`src/rtl/relm_fp_pack.sv`:
```
`default_nettype none
// ============================================================================
// Module   : relm_fp_pack
// Purpose  : Multi-cycle normalize / round / pack back end for the ReLM custom
//            FP ops. Takes the unpacked intermediate (B: sign, exponent,
//            inf/zero flags; A: mantissa with carry at bit 31 and leading one
//            at bit 30) and returns an IEEE-754 single with round to nearest
//            even. Normalization shifts at most SHIFT_STEP bits per cycle.
// Ports    : clk, rst        - clock, synchronous active-high reset
//            valid_in        - operand valid (held by producer until accepted)
//            ready_out       - block idle, can accept operands
//            b_in[31:0]      - [31] sign, [30:23] biased exp, [22] inf, [21] zero
//            a_in[31:0]      - mantissa, bit 31 carry, bit 30 = 2^(exp-127)
//            valid_out       - result valid
//            ready_in        - consumer accepts result
//            q_out[31:0]     - packed IEEE single
//            of_out, uf_out  - overflow to inf / flush to zero (with valid_out)
// Revision : 1.0 - initial release
// ============================================================================
module relm_fp_pack #(
  parameter int WD         = 32,  // only 32 is supported
  parameter int SHIFT_STEP = 4    // power of 2, 1..16
) (
  input  logic          clk,
  input  logic          rst,
  input  logic          valid_in,
  output logic          ready_out,
  input  logic [WD-1:0] b_in,
  input  logic [WD-1:0] a_in,
  output logic          valid_out,
  input  logic          ready_in,
  output logic [WD-1:0] q_out,
  output logic          of_out,
  output logic          uf_out
);

  typedef enum logic [1:0] {
    S_IDLE  = 2'd0,
    S_NORM  = 2'd1,
    S_ROUND = 2'd2,
    S_DONE  = 2'd3
  } state_t;

  localparam logic [5:0] C_STEP = 6'(SHIFT_STEP);

  state_t      state_q, state_d;
  logic        s_q, s_d;
  logic [9:0]  e_q, e_d;      // two's complement exponent, may go negative
  logic [31:0] m_q, m_d;
  logic [31:0] q_q, q_d;
  logic        of_q, of_d;
  logic        uf_q, uf_d;

  // Low bits of B carry no information for the pack stage.
  logic unused_b;
  assign unused_b = ^b_in[20:0];

  // Leading zeros counted from bit 30; the highest set bit wins because the
  // loop runs upward and later assignments override earlier ones.
  logic [5:0] lz;
  always_comb begin
    lz = 6'd31;
    for (int i = 0; i <= 30; i++) begin
      if (m_q[i]) lz = 6'(30 - i);
    end
  end

  logic [5:0] shamt;
  assign shamt = (lz < C_STEP) ? lz : C_STEP;

  // Rounding: 23-bit fraction, guard bit, sticky over the rest.
  logic        rnd_inc;
  logic [23:0] frac_inc;
  logic [22:0] frac_rnd;
  logic [9:0]  e_rnd;
  assign rnd_inc  = m_q[6] & ((|m_q[5:0]) | m_q[7]);
  assign frac_inc = {1'b0, m_q[29:7]} + {23'd0, rnd_inc};
  // A fraction carry-out means the significand became 2.0: fraction wraps to
  // zero and the exponent absorbs the carry.
  assign frac_rnd = frac_inc[23] ? 23'd0 : frac_inc[22:0];
  assign e_rnd    = frac_inc[23] ? (e_q + 10'd1) : e_q;

  always_comb begin
    state_d = state_q;
    s_d     = s_q;
    e_d     = e_q;
    m_d     = m_q;
    q_d     = q_q;
    of_d    = of_q;
    uf_d    = uf_q;
    unique case (state_q)
      S_IDLE: begin
        if (valid_in) begin
          s_d     = b_in[31];
          e_d     = {2'b00, b_in[30:23]};
          m_d     = a_in;
          of_d    = 1'b0;
          uf_d    = 1'b0;
          state_d = S_DONE;
          if (b_in[22] && b_in[21]) begin
            q_d = 32'h7FC0_0000;
          end else if (b_in[22]) begin
            q_d = {b_in[31], 8'hFF, 23'd0};
          end else if (b_in[21]) begin
            q_d = {b_in[31], 31'd0};
          end else if (a_in == 32'd0) begin
            q_d = 32'd0;
          end else begin
            state_d = S_NORM;
          end
        end
      end
      S_NORM: begin
        if (m_q[31]) begin
          // Shift right one, folding the dropped bit into the sticky LSB.
          m_d = {1'b0, m_q[31:2], m_q[1] | m_q[0]};
          e_d = e_q + 10'd1;
        end else if (!m_q[30]) begin
          m_d = m_q << shamt;
          e_d = e_q - {4'd0, shamt};
        end else begin
          state_d = S_ROUND;
        end
      end
      S_ROUND: begin
        state_d = S_DONE;
        if ($signed(e_rnd) >= 10'sd255) begin
          q_d  = {s_q, 8'hFF, 23'd0};
          of_d = 1'b1;
        end else if ($signed(e_rnd) <= 10'sd0) begin
          q_d  = {s_q, 31'd0};
          uf_d = 1'b1;
        end else begin
          q_d = {s_q, e_rnd[7:0], frac_rnd};
        end
      end
      S_DONE: begin
        if (ready_in) state_d = S_IDLE;
      end
      default: state_d = S_IDLE;
    endcase
  end

  always_ff @(posedge clk) begin
    if (rst) begin
      state_q <= S_IDLE;
      s_q     <= 1'b0;
      e_q     <= 10'd0;
      m_q     <= 32'd0;
      q_q     <= 32'd0;
      of_q    <= 1'b0;
      uf_q    <= 1'b0;
    end else begin
      state_q <= state_d;
      s_q     <= s_d;
      e_q     <= e_d;
      m_q     <= m_d;
      q_q     <= q_d;
      of_q    <= of_d;
      uf_q    <= uf_d;
    end
  end

  assign ready_out = (state_q == S_IDLE);
  assign valid_out = (state_q == S_DONE);
  assign q_out     = q_q;
  assign of_out    = of_q;
  assign uf_out    = uf_q;

endmodule
`default_nettype wire
```
`config.mk`:
```
export PLATFORM = sky130hd
export DESIGN_NAME = relm_fp_pack
export DESIGN_NICKNAME = d
export VERILOG_FILES = /design/src/rtl/relm_fp_pack.sv
export SDC_FILE = /design/constraint.sdc
export NUM_CORES = 1
export LEC_CHECK = 0
export CAP_MARGIN = 0
export CORE_MARGIN = 5
export CORE_UTILIZATION = 55
export DETAILED_ROUTE_END_ITERATION = 10
export PLACE_DENSITY = 0.87
export SLEW_MARGIN = 20
export SYNTH_ARGS = -nofsm -noshare
export SYNTH_HDL_FRONTEND = slang
export SYNTH_SLANG_ARGS = --single-unit
```
`constraint.sdc`:
```
create_clock -name clk -period 4.7 [get_ports clk]
set_input_delay 0.705 -clock clk [delete_from_list [all_inputs] [get_ports clk]]
set_output_delay 0.705 -clock clk [all_outputs]
set_load 0.02 [all_outputs]
```
## Yosys cells after proc, flatten, opt, wreduce, memory -nomap -nowiden

Index checks and enable logic that the tools add are counted.

- $add $sub $neg: 3
- Bitwise gates (word level): 3
- Muxes and demuxes: 65
- Equality and inequality tests: 12
- Magnitude comparators: 3
- Reductions and logical operators: 13
- Shift-type cells: 1

Operators by type and width:

| kind | number |
|---|---|
| 32-bit 2-to-1 mux | 8 |
| 6-bit 2-to-1 mux | 31 |
| 32-bit one-hot mux with 2 select lines | 2 |
| 31-bit 2-to-1 mux | 2 |
| 10-bit 2-to-1 mux | 4 |
| 32-bit zero test | 1 |
| 32-bit by 6-bit << shifter with 32-bit output | 1 |
| 23-bit by 1-bit adder with 24-bit output | 1 |
| 23-bit 2-to-1 mux | 1 |
| 10-bit one-hot mux with 2 select lines | 1 |
| 2-bit 2-to-1 mux | 8 |
| 2-bit inequality test, second input constant | 6 |
| 10-bit by 1-bit adder with 10-bit output, second input constant | 1 |
| 10-bit by 9-bit greater-or-equal comparator with 1-bit output, second input constant | 1 |
| 10-bit by 1-bit less-or-equal comparator with 1-bit output, second input constant | 1 |
| 10-bit by 6-bit subtractor with 10-bit output | 1 |
| 3-bit AND reduction | 3 |
| 2-bit one-hot mux with 4 select lines | 1 |
| 4-bit AND reduction | 2 |
| 6-bit by 3-bit < comparator with 1-bit output, second input constant | 1 |
| 6-bit OR reduction | 1 |
| 1-bit 2-to-1 mux | 5 |
| 5-bit by 1-bit inequality test with 1-bit output, second input constant | 1 |
| 2-bit equality test, second input constant | 2 |
| 10 further kinds | 14 |

- Bits in registers: 79
- Word-level logic and storage cells: 108
- Output and inout bits: 36

## Longest topological paths before layout

Gate-level depths: netlist of the first run.

- Depth in word-level cells: 37
- Gate-level depth with buffers: 14

## Worst setup path after synthesis of the first run

OpenSTA, ideal clock, no wires.

- Path kind: reg2reg
- From: register m_q[27]
- To: register e_q[8]
- Arrival: 2801 ps
- Data required time: 4629 ps
- Path buffers: 2
- Cell stages (with the launch flop): 15
- Period minus slack after synthesis: 2872 ps
- Path slack: 1828 ps
- Cells stage by stage: dfxtp_1 clkbuf_1 nor2b_1 o21ai_1 clkbuf_1 inv_1 ha_1 fa_1 nor2b_1 o21a_1 or2_2 nor2_1 a221oi_1 o21ai_0 a21oi_1

- Longest elaborated chain between the ends: 10

Ends and longest elaborated chain:

| element | line | RTL |
|---|---|---|
| from (decl) | 49 | `logic [31:0] m_q, m_d;` |
| from (signal assigned) | 157 | `m_q <= m_d;` |
| 6-bit 2-to-1 mux (*) (4 in a row) | 64 | `if (m_q[i]) lz = 6'(30 - i);` |
| 6-bit by 3-bit < comparator with 1-bit output | 69 | `assign shamt = (lz < C_STEP) ? lz : C_STEP;` |
| 6-bit 2-to-1 mux (*) | 69 |  |
| 10-bit by 6-bit subtractor with 10-bit output (*) | 120 | `e_d = e_q - {4'd0, shamt};` |
| 10-bit 2-to-1 mux (*) | 118 | `end else if (!m_q[30]) begin` |
| 10-bit 2-to-1 mux (*) | 114 | `if (m_q[31]) begin` |
| 10-bit one-hot mux with 2 select lines (*) | 91 | `unique case (state_q)` |
| to (signal assigned) | 148 | `e_q <= 10'd0;` |
| to (signal assigned) | 156 | `e_q <= e_d;` |
| to (decl) | 48 | `logic [9:0] e_q, e_d;` |

Mark *: on every way between the ends. The rest lies on a longest branch, timed or not. The select of a mux whose other input is x is not followed.
A chain may end at the register's enable or synchronous reset.

## Final worst setup path of the first run

- From: register e_q[1]
- To: register q_q[5] (netlist: q_out[5])

- Longest elaborated chain between the ends: 6

Ends and longest elaborated chain:

| element | line | RTL |
|---|---|---|
| 10-bit by 1-bit adder with 10-bit output | 81 | `assign e_rnd = frac_inc[23] ? (e_q + 10'd1) : e_q;` |
| 10-bit 2-to-1 mux (*) | 81 |  |
| 10-bit by 1-bit less-or-equal comparator with 1-bit output | 130 | `end else if ($signed(e_rnd) <= 10'sd0) begin` |
| 31-bit 2-to-1 mux | 130 |  |
| 31-bit 2-to-1 mux (*) | 127 | `if ($signed(e_rnd) >= 10'sd255) begin` |
| 32-bit one-hot mux with 2 select lines (*) | 91 |  |
| to (signal assigned) | 158 | `q_q <= q_d;` |
| to (decl) | 50 | `logic [31:0] q_q, q_d;` |

Mark *: on every way between the ends. The rest lies on a longest branch, timed or not.

==> key figures, run 1 <==
Status
  • Status: complete, no violations

Power and ir drop
  • Power Dens Cells: 688 nW/um^2
  • Peak supply drop: 0.328 mV
  • Leakage power: 2.36 nW

Floorplan
  • Chip width: 114 um
  • Rows: 38
  • Die area: 13000 um^2
  • Core area: 10700 um^2
  • Die height: 114 um
  • Top-Level Pins: 104
  • Initial core utilization: 55.5%

Placement
  • HPWL Detailed: 12.4 mm
  • Pre-CTS WS: 1.11 ns
  • GPL Wtd Cong: 0.949
  • # port buffers: 82
  • DP Cell Count: 938

Layout
  • # diodes: 0
  • Synthesis-to-finish area growth: 16.0%
  • Nets: 888
  • Layout fillers: 938
  • Share of cells above drive strength 1: 9.83%
  • Post-route insts no fill: 954
  • Final Core Density: 64.4%

Min path
  • Hold_sp: q_out[21]
  • Hold Crit Class: flop to flop
  • Hold Crit Depth: 2

Setup path
  • Critical Path End: q_out[5]
  • CP top delay family: simple AND/OR/NAND/NOR gates
  • Levels on crit path: 8
  • CP arrival: 3.60 ns
  • Crit path from: e_q[1]
  • CP Data Required Time: 4.94 ns
  • WP buf/inv: 0
  • Crit-path cells: ha_1, nand3_1, or3_1, a221oi_1, a21oi_1, o31ai_2, nand4b_4, o21ai_0
  • R2R depth: 8
  • Startpoint Class: flop
  • Worst stage delay on the critical path: 0.52 ns
  • Slowest cell on the critical path: dfxtp_1
  • Crit end category: flop
  • Worst r2r dst: q_out[5]
  • Kind of critical path: flop to flop
  • Crit-path max FO: 21
  • Setup slack, reg-to-reg: 1.34 ns
  • FF-to-FF Start: e_q[1]

Global route
  • Number of global-route vias before repair: 5618
  • Largest net degree at the start of global routing: 74
  • Global-route wire length before repair: 27.6 mm
  • Initial antenna violation count: 0
  • GRT overflow: 0
  • Aggregate global-route resource usage: 25.8%

STA
  • WHS: 0.462 ns
  • Endpoints failing setup: 0
  • Clock skew: 0.0143 ns
  • Slew headroom: 45.0%
  • Setup TNS: 0 ns
  • Maximum clock rate: 298 MHz
  • Fin crit share: 71.4%
  • Setup slack after layout: 1.34 ns
  • Slew @ Worst Pin: 0.822 ns
  • Hold Violations, Final: 0
  • Fin crit period: 3.36 ns
  • Max-slew violations: 0
  • RSZ-0062 raised after global routing: false

Clock tree
  • Clk root buf: clkbuf_8
  • Total CTS buffers: 9
  • Clock-pin slew on the worst setup and hold paths: 0.08 ns
  • H-tree levels: 3
  • PostCTS Resize Cnt: 0
  • CTS tree: done
  • Later-pin clock latency in the skew report: 0.38 ns
  • Number of post-CTS setup repair buffers: 0
  • Clock sink total: 79
  • Hold_buf cts: 0
  • CTS Buffer Depth: 2

Logic synthesis
  • Most common cell in the synthesized netlist: nand2_1
  • Mapped Cells: 786
  • Post-synth top cells: nand2_1, nor2_1, dfxtp_1
  • Synth area leaders: dfxtp_1, mux4_2, nand2_1
  • Post-synth top flop: dfxtp_1
  • Asr flop ratio synth: 0%
  • Post-Syn Area per Cell: 7.58 um^2
  • Mapped Nets: 865
  • Synth cell types: 64
  • FF+latch count, synth: 79
  • Number of flops mapped to enable cells by yosys: 0
  • Post-synthesis cell area: 5960 um^2
  • Yosys top cell area share: 26.5%
  • Ys Warns: 0
  • Synth area leader: dfxtp_1
  • Seq/Total Area, Yosys: 26.5%

Routing
  • Met3 wire length: 1.57 mm
  • DRT iter0 DRCs: 767
  • Vias per cell: 6.39
  • Total number of vias: 6097
  • Wl on met1: 6.84 mm
  • DR pass1 iterations: 6
  • Drt wl/cell: 17.7 um
  • Routed Antenna Nets: 0
  • Number of remaining DRC errors: 0
  • Detailed-route wire length: 16.9 mm
  • Top layer in use: met4
  • Met2 WL post-DR: 7.98 mm

Run
  • Max-cap violations: 0
## tightest hold or removal path, cell delays in order, from the launching register on
cell and delay [ns]:
dfxtp_1 0.34, nand2_1 0.04, o21ai_0 0.05
## report_power, final
| group | switching (W) | internal, W |
|---|---|---|
| clock | 0.000282 | 0.000197 |
| sequential | 0.000474 | 0.000885 |
| combinational | 0.00168 | 0.00124 |
| total | 0.00244 | 0.00232 |
## layout make-up
cell class / count / area [um^2] / share of cell area (%)
timing repair buffer: 95 / 918 / 13.3
inverter: 18 / 67.6 / 0.977
clock buffer: 9 / 124 / 1.79
multi-input combinational: 606 / 4000 / 57.8
clock inverter: 7 / 55.1 / 0.796
tap: 140 / 175 / 2.53
sequential: 79 / 1580 / 22.9
## state kept, by name, summed over array words and instances, names as in the netlist
name,count
q_out,32
of_out,1
state_q,2
e_q,10
m_q,32
uf_out,1
s_q,1
## per-stage QoR
step	cell area (um^2)	total power [W]
3_3_place_gp	6740	0.00413
4_1_cts	6910	0.00472
6_report	6920	0.00476
5_1_grt	6920	0.00513
3_5_place_dp	6740	0.00423
2_1_floorplan	5960	0.00350
## cell families (layout without fill, tap and decap cells)
group / count (synthesis) / after routing / synth area share, %
other: 1 / 1 / 0.0629
and+or+nand+nor: 329 / 329 / 26.0
xor gates and xnor gates: 34 / 34 / 5.00
buffers and inverters: 101 / 129 / 6.86
muxes: 31 / 31 / 10.3
AOI/OAI and AO/OA: 200 / 200 / 22.8
adders and majority gates: 11 / 11 / 2.43
DFF: 79 / 79 / 26.5
## how the worst min path moves through the flow
| stage | endpoint |
|---|---|
| 2_1_floorplan | s_q |
| 3_3_place_gp | q_out[19] |
| 3_5_place_dp | q_out[21] |
| 4_1_cts | q_out[21] |
| 5_1_grt | s_q |
| 6_report | q_out[21] |
## placed cells by master, fill, tap and decap left out, drive strengths merged, types with 3 or more instances in the layout
| master | n |
|---|---|
| nand2 | 121 |
| clkdlybuf4s50 | 82 |
| nor2 | 80 |
| dfxtp | 79 |
| a21oi | 59 |
| o21ai | 44 |
| nor3 | 34 |
| a221oi | 26 |
| mux4 | 24 |
| nand3 | 23 |
| inv | 21 |
| xor2 | 18 |
| xnor2 | 16 |
| o31ai | 14 |
| a31oi | 13 |
| buf | 13 |
| nand4 | 13 |
| nor2b | 11 |
| o211ai | 11 |
| nor4 | 10 |
| ha | 10 |
| clkbuf | 9 |
| nand2b | 7 |
| a211oi | 7 |
| mux2i | 6 |
| or3 | 6 |
| and4 | 5 |
| and2 | 4 |
| or2 | 4 |
| a22oi | 3 |
| o41ai | 3 |
## metal layers
layer / vias up / track usage [%]
li1: 2888 / -
met1: 2833 / 35.3
met2: 344 / 41.9
met3: 32 / 2.96
met4: 0 / 9.82
met5: - / 0
Power figures use the tool's default switching activity.
==> run 2, diff against run 1 <==
--- a/config.mk
+++ b/config.mk
@@ -7,9 +7,9 @@
 export LEC_CHECK = 0
 export CAP_MARGIN = 0
 export CORE_MARGIN = 5
-export CORE_UTILIZATION = 55
+export CORE_UTILIZATION = 49
 export DETAILED_ROUTE_END_ITERATION = 10
-export PLACE_DENSITY = 0.87
+export PLACE_DENSITY = 0.82
 export SLEW_MARGIN = 20
 export SYNTH_ARGS = -nofsm -noshare
 export SYNTH_HDL_FRONTEND = slang
==> constraint.sdc (replaced) <==
create_clock -name clk -period 2.9 [get_ports clk]
set_input_delay 0.435 -clock clk [delete_from_list [all_inputs] [get_ports clk]]
set_output_delay 0.435 -clock clk [all_outputs]
set_load 0.02 [all_outputs]
==> run 2 against run 1 <==
Net effect: clock power is 150% higher; wire length up 3.1%; combinational power up 89%; critical endpoint is now e_q[8]; non-clock buffer count is 47 higher; power is 79% higher; largest power group unchanged; die area rose by 11%; via count is 1.2% higher.
==> key figures, run 2 (synthesis results as in run 1) <==
Clock tree
  • Number of post-CTS setup repair buffers: 0
  • Hold_buf cts: 0
  • CTS Buffer Depth: 2
  • Later-pin clock latency in the skew report: 0.35 ns
  • CTS tree: done
  • H-tree levels: 3
  • Total CTS buffers: 9
  • Clock sink total: 79
  • PostCTS Resize Cnt: 0
  • Clk root buf: clkbuf_16
  • Clock-pin slew on the worst setup and hold paths: 0.07 ns

Global route
  • Aggregate global-route resource usage: 24.1%
  • Initial antenna violation count: 0
  • Number of global-route vias before repair: 5699
  • Largest net degree at the start of global routing: 73
  • Global-route wire length before repair: 28.5 mm
  • GRT overflow: 0

Placement
  • Dpl cell area: 7110 um^2
  • # port buffers: 82
  • GPL Wtd Cong: 0.926
  • Pre-CTS WS: 0.143 ns
  • HPWL Detailed: 12.7 mm

Status
  • Status: complete, no violations

Floorplan
  • Die area: 14500 um^2
  • Die height: 120 um
  • Top-Level Pins: 104
  • Chip width: 120 um
  • Core area: 12000 um^2
  • Rows: 40
  • Initial core utilization: 49.8%

Setup path
  • R2R depth: 12
  • CP top delay family: simple AND/OR/NAND/NOR gates
  • CP arrival: 2.99 ns
  • FF-to-FF Start: m_q[27]
  • Kind of critical path: flop to flop
  • Critical Path End: e_q[8]
  • Crit end category: flop
  • Crit path from: m_q[27]
  • CP Data Required Time: 3.17 ns
  • Setup slack, reg-to-reg: 0.19 ns
  • WP buf/inv: 1
  • Slowest cell on the critical path: dfxtp_1
  • Crit-path cells: nor2b_1, o21ai_4, inv_1, ha_1, fa_1, nor2b_1, o21a_1, or2_2, nor2_1, a21oi_1, a211o_1, a21oi_1
  • Worst r2r dst: e_q[8]
  • Worst stage delay on the critical path: 0.47 ns
  • Startpoint Class: flop
  • Crit-path max FO: 6
  • Levels on crit path: 12

Routing
  • Met2 WL post-DR: 7.92 mm
  • Wl on met1: 7.50 mm
  • Top layer in use: met4
  • Met3 wire length: 1.49 mm
  • Vias per cell: 6.12
  • Drt wl/cell: 17.2 um
  • DR pass1 iterations: 5
  • Number of remaining DRC errors: 0
  • DRT iter0 DRCs: 686
  • Routed Antenna Nets: 0
  • Total number of vias: 6172
  • Detailed-route wire length: 17.4 mm

Layout
  • Share of cells above drive strength 1: 15.0%
  • Nets: 935
  • Synthesis-to-finish area growth: 24.5%
  • # diodes: 0
  • Final instance area: 7420 um^2
  • Commonest non-fill, non-tap cell in the layout: nand2_1
  • Most frequent cells in the layout: nand2_1, clkdlybuf4s50_1, nor2_1, dfxtp_1

STA
  • Clock skew: 0.00949 ns
  • RSZ-0062 raised after global routing: false
  • Endpoints failing setup: 0
  • Fin crit share: 93.6%
  • Setup slack after layout: 0.185 ns
  • Maximum clock rate: 368 MHz
  • Fin crit period: 2.71 ns
  • Max-slew violations: 0
  • Hold Violations, Final: 0
  • Setup TNS: 0 ns
  • Slew headroom: 52.5%
  • Slew @ Worst Pin: 0.712 ns

Power and ir drop
  • Power Dens Cells: 1150 nW/um^2
  • Peak supply drop: 0.557 mV
  • Leakage power: 2.67 nW

Min path
  • Hold Crit Class: flop to flop
  • Hold Crit Depth: 2

Run
  • Max-cap violations: 0
## run 2: worst min-delay path by stage
stage	start	endpoint
global route	q_out[13]	q_out[13]
global placement	q_out[2]	q_out[2]
finish	q_out[15]	q_out[15]
detailed placement	q_out[15]	q_out[15]
CTS	q_out[0]	q_out[0]
floorplan	s_q	s_q
## run 2: layer usage
metal / global-route usage [%] / vias up
met3: 4.16 / 38
met5: 0 / -
li1: - / 2991
met2: 37.6 / 323
met1: 33.5 / 2820
met4: 9.21 / 0
## run 2: area by class of cell
type / instances / area [um^2]
clock buffers: 9 / 225
clock inverters: 7 / 80.1
repair buffers: 142 / 1280
inverters: 18 / 67.6
flip-flops and latches: 79 / 1580
fillers: 1023 / 4540
multi-input cells: 606 / 4000
well taps: 147 / 184
## run 2: metrics by stage
step / power, W / util, % / instances / hold WS (ns)
2_1_floorplan: 0.00567 / - / 786 / 0.436
3_3_place_gp: 0.00713 / 59.4 / 992 / 0.438
3_5_place_dp: 0.00724 / 59.4 / 992 / 0.444
4_1_cts: 0.00843 / 62.0 / 1008 / 0.455
5_1_grt: 0.00915 / 62.1 / 1008 / 0.482
6_report: 0.00852 / 62.1 / 1008 / 0.449
## run 2: power breakdown
part           internal, W  leakage, nW  switching [W]  total (W)
Sequential         0.00144        0.647       0.000382    0.00182
Combinational      0.00233         1.88        0.00319    0.00551
Clock             0.000679        0.148       0.000509    0.00119
Total              0.00444         2.67        0.00408    0.00852
## run 2: tightest hold or removal path, stage by stage, from the launching register on
cell and delay [ns]:
dfxtp_1 0.32, nand2_1 0.04, o21ai_0 0.05
==> run 3, diff against run 2 <==
--- a/config.mk
+++ b/config.mk
@@ -9,6 +9,7 @@
 export CORE_MARGIN = 5
 export CORE_UTILIZATION = 49
 export DETAILED_ROUTE_END_ITERATION = 10
+export HOLD_SLACK_MARGIN = 0.02
 export PLACE_DENSITY = 0.82
 export SLEW_MARGIN = 20
 export SYNTH_ARGS = -nofsm -noshare
==> results of run 3 <==
No change in the layout: final DEF, timing and power equal those of run 2.
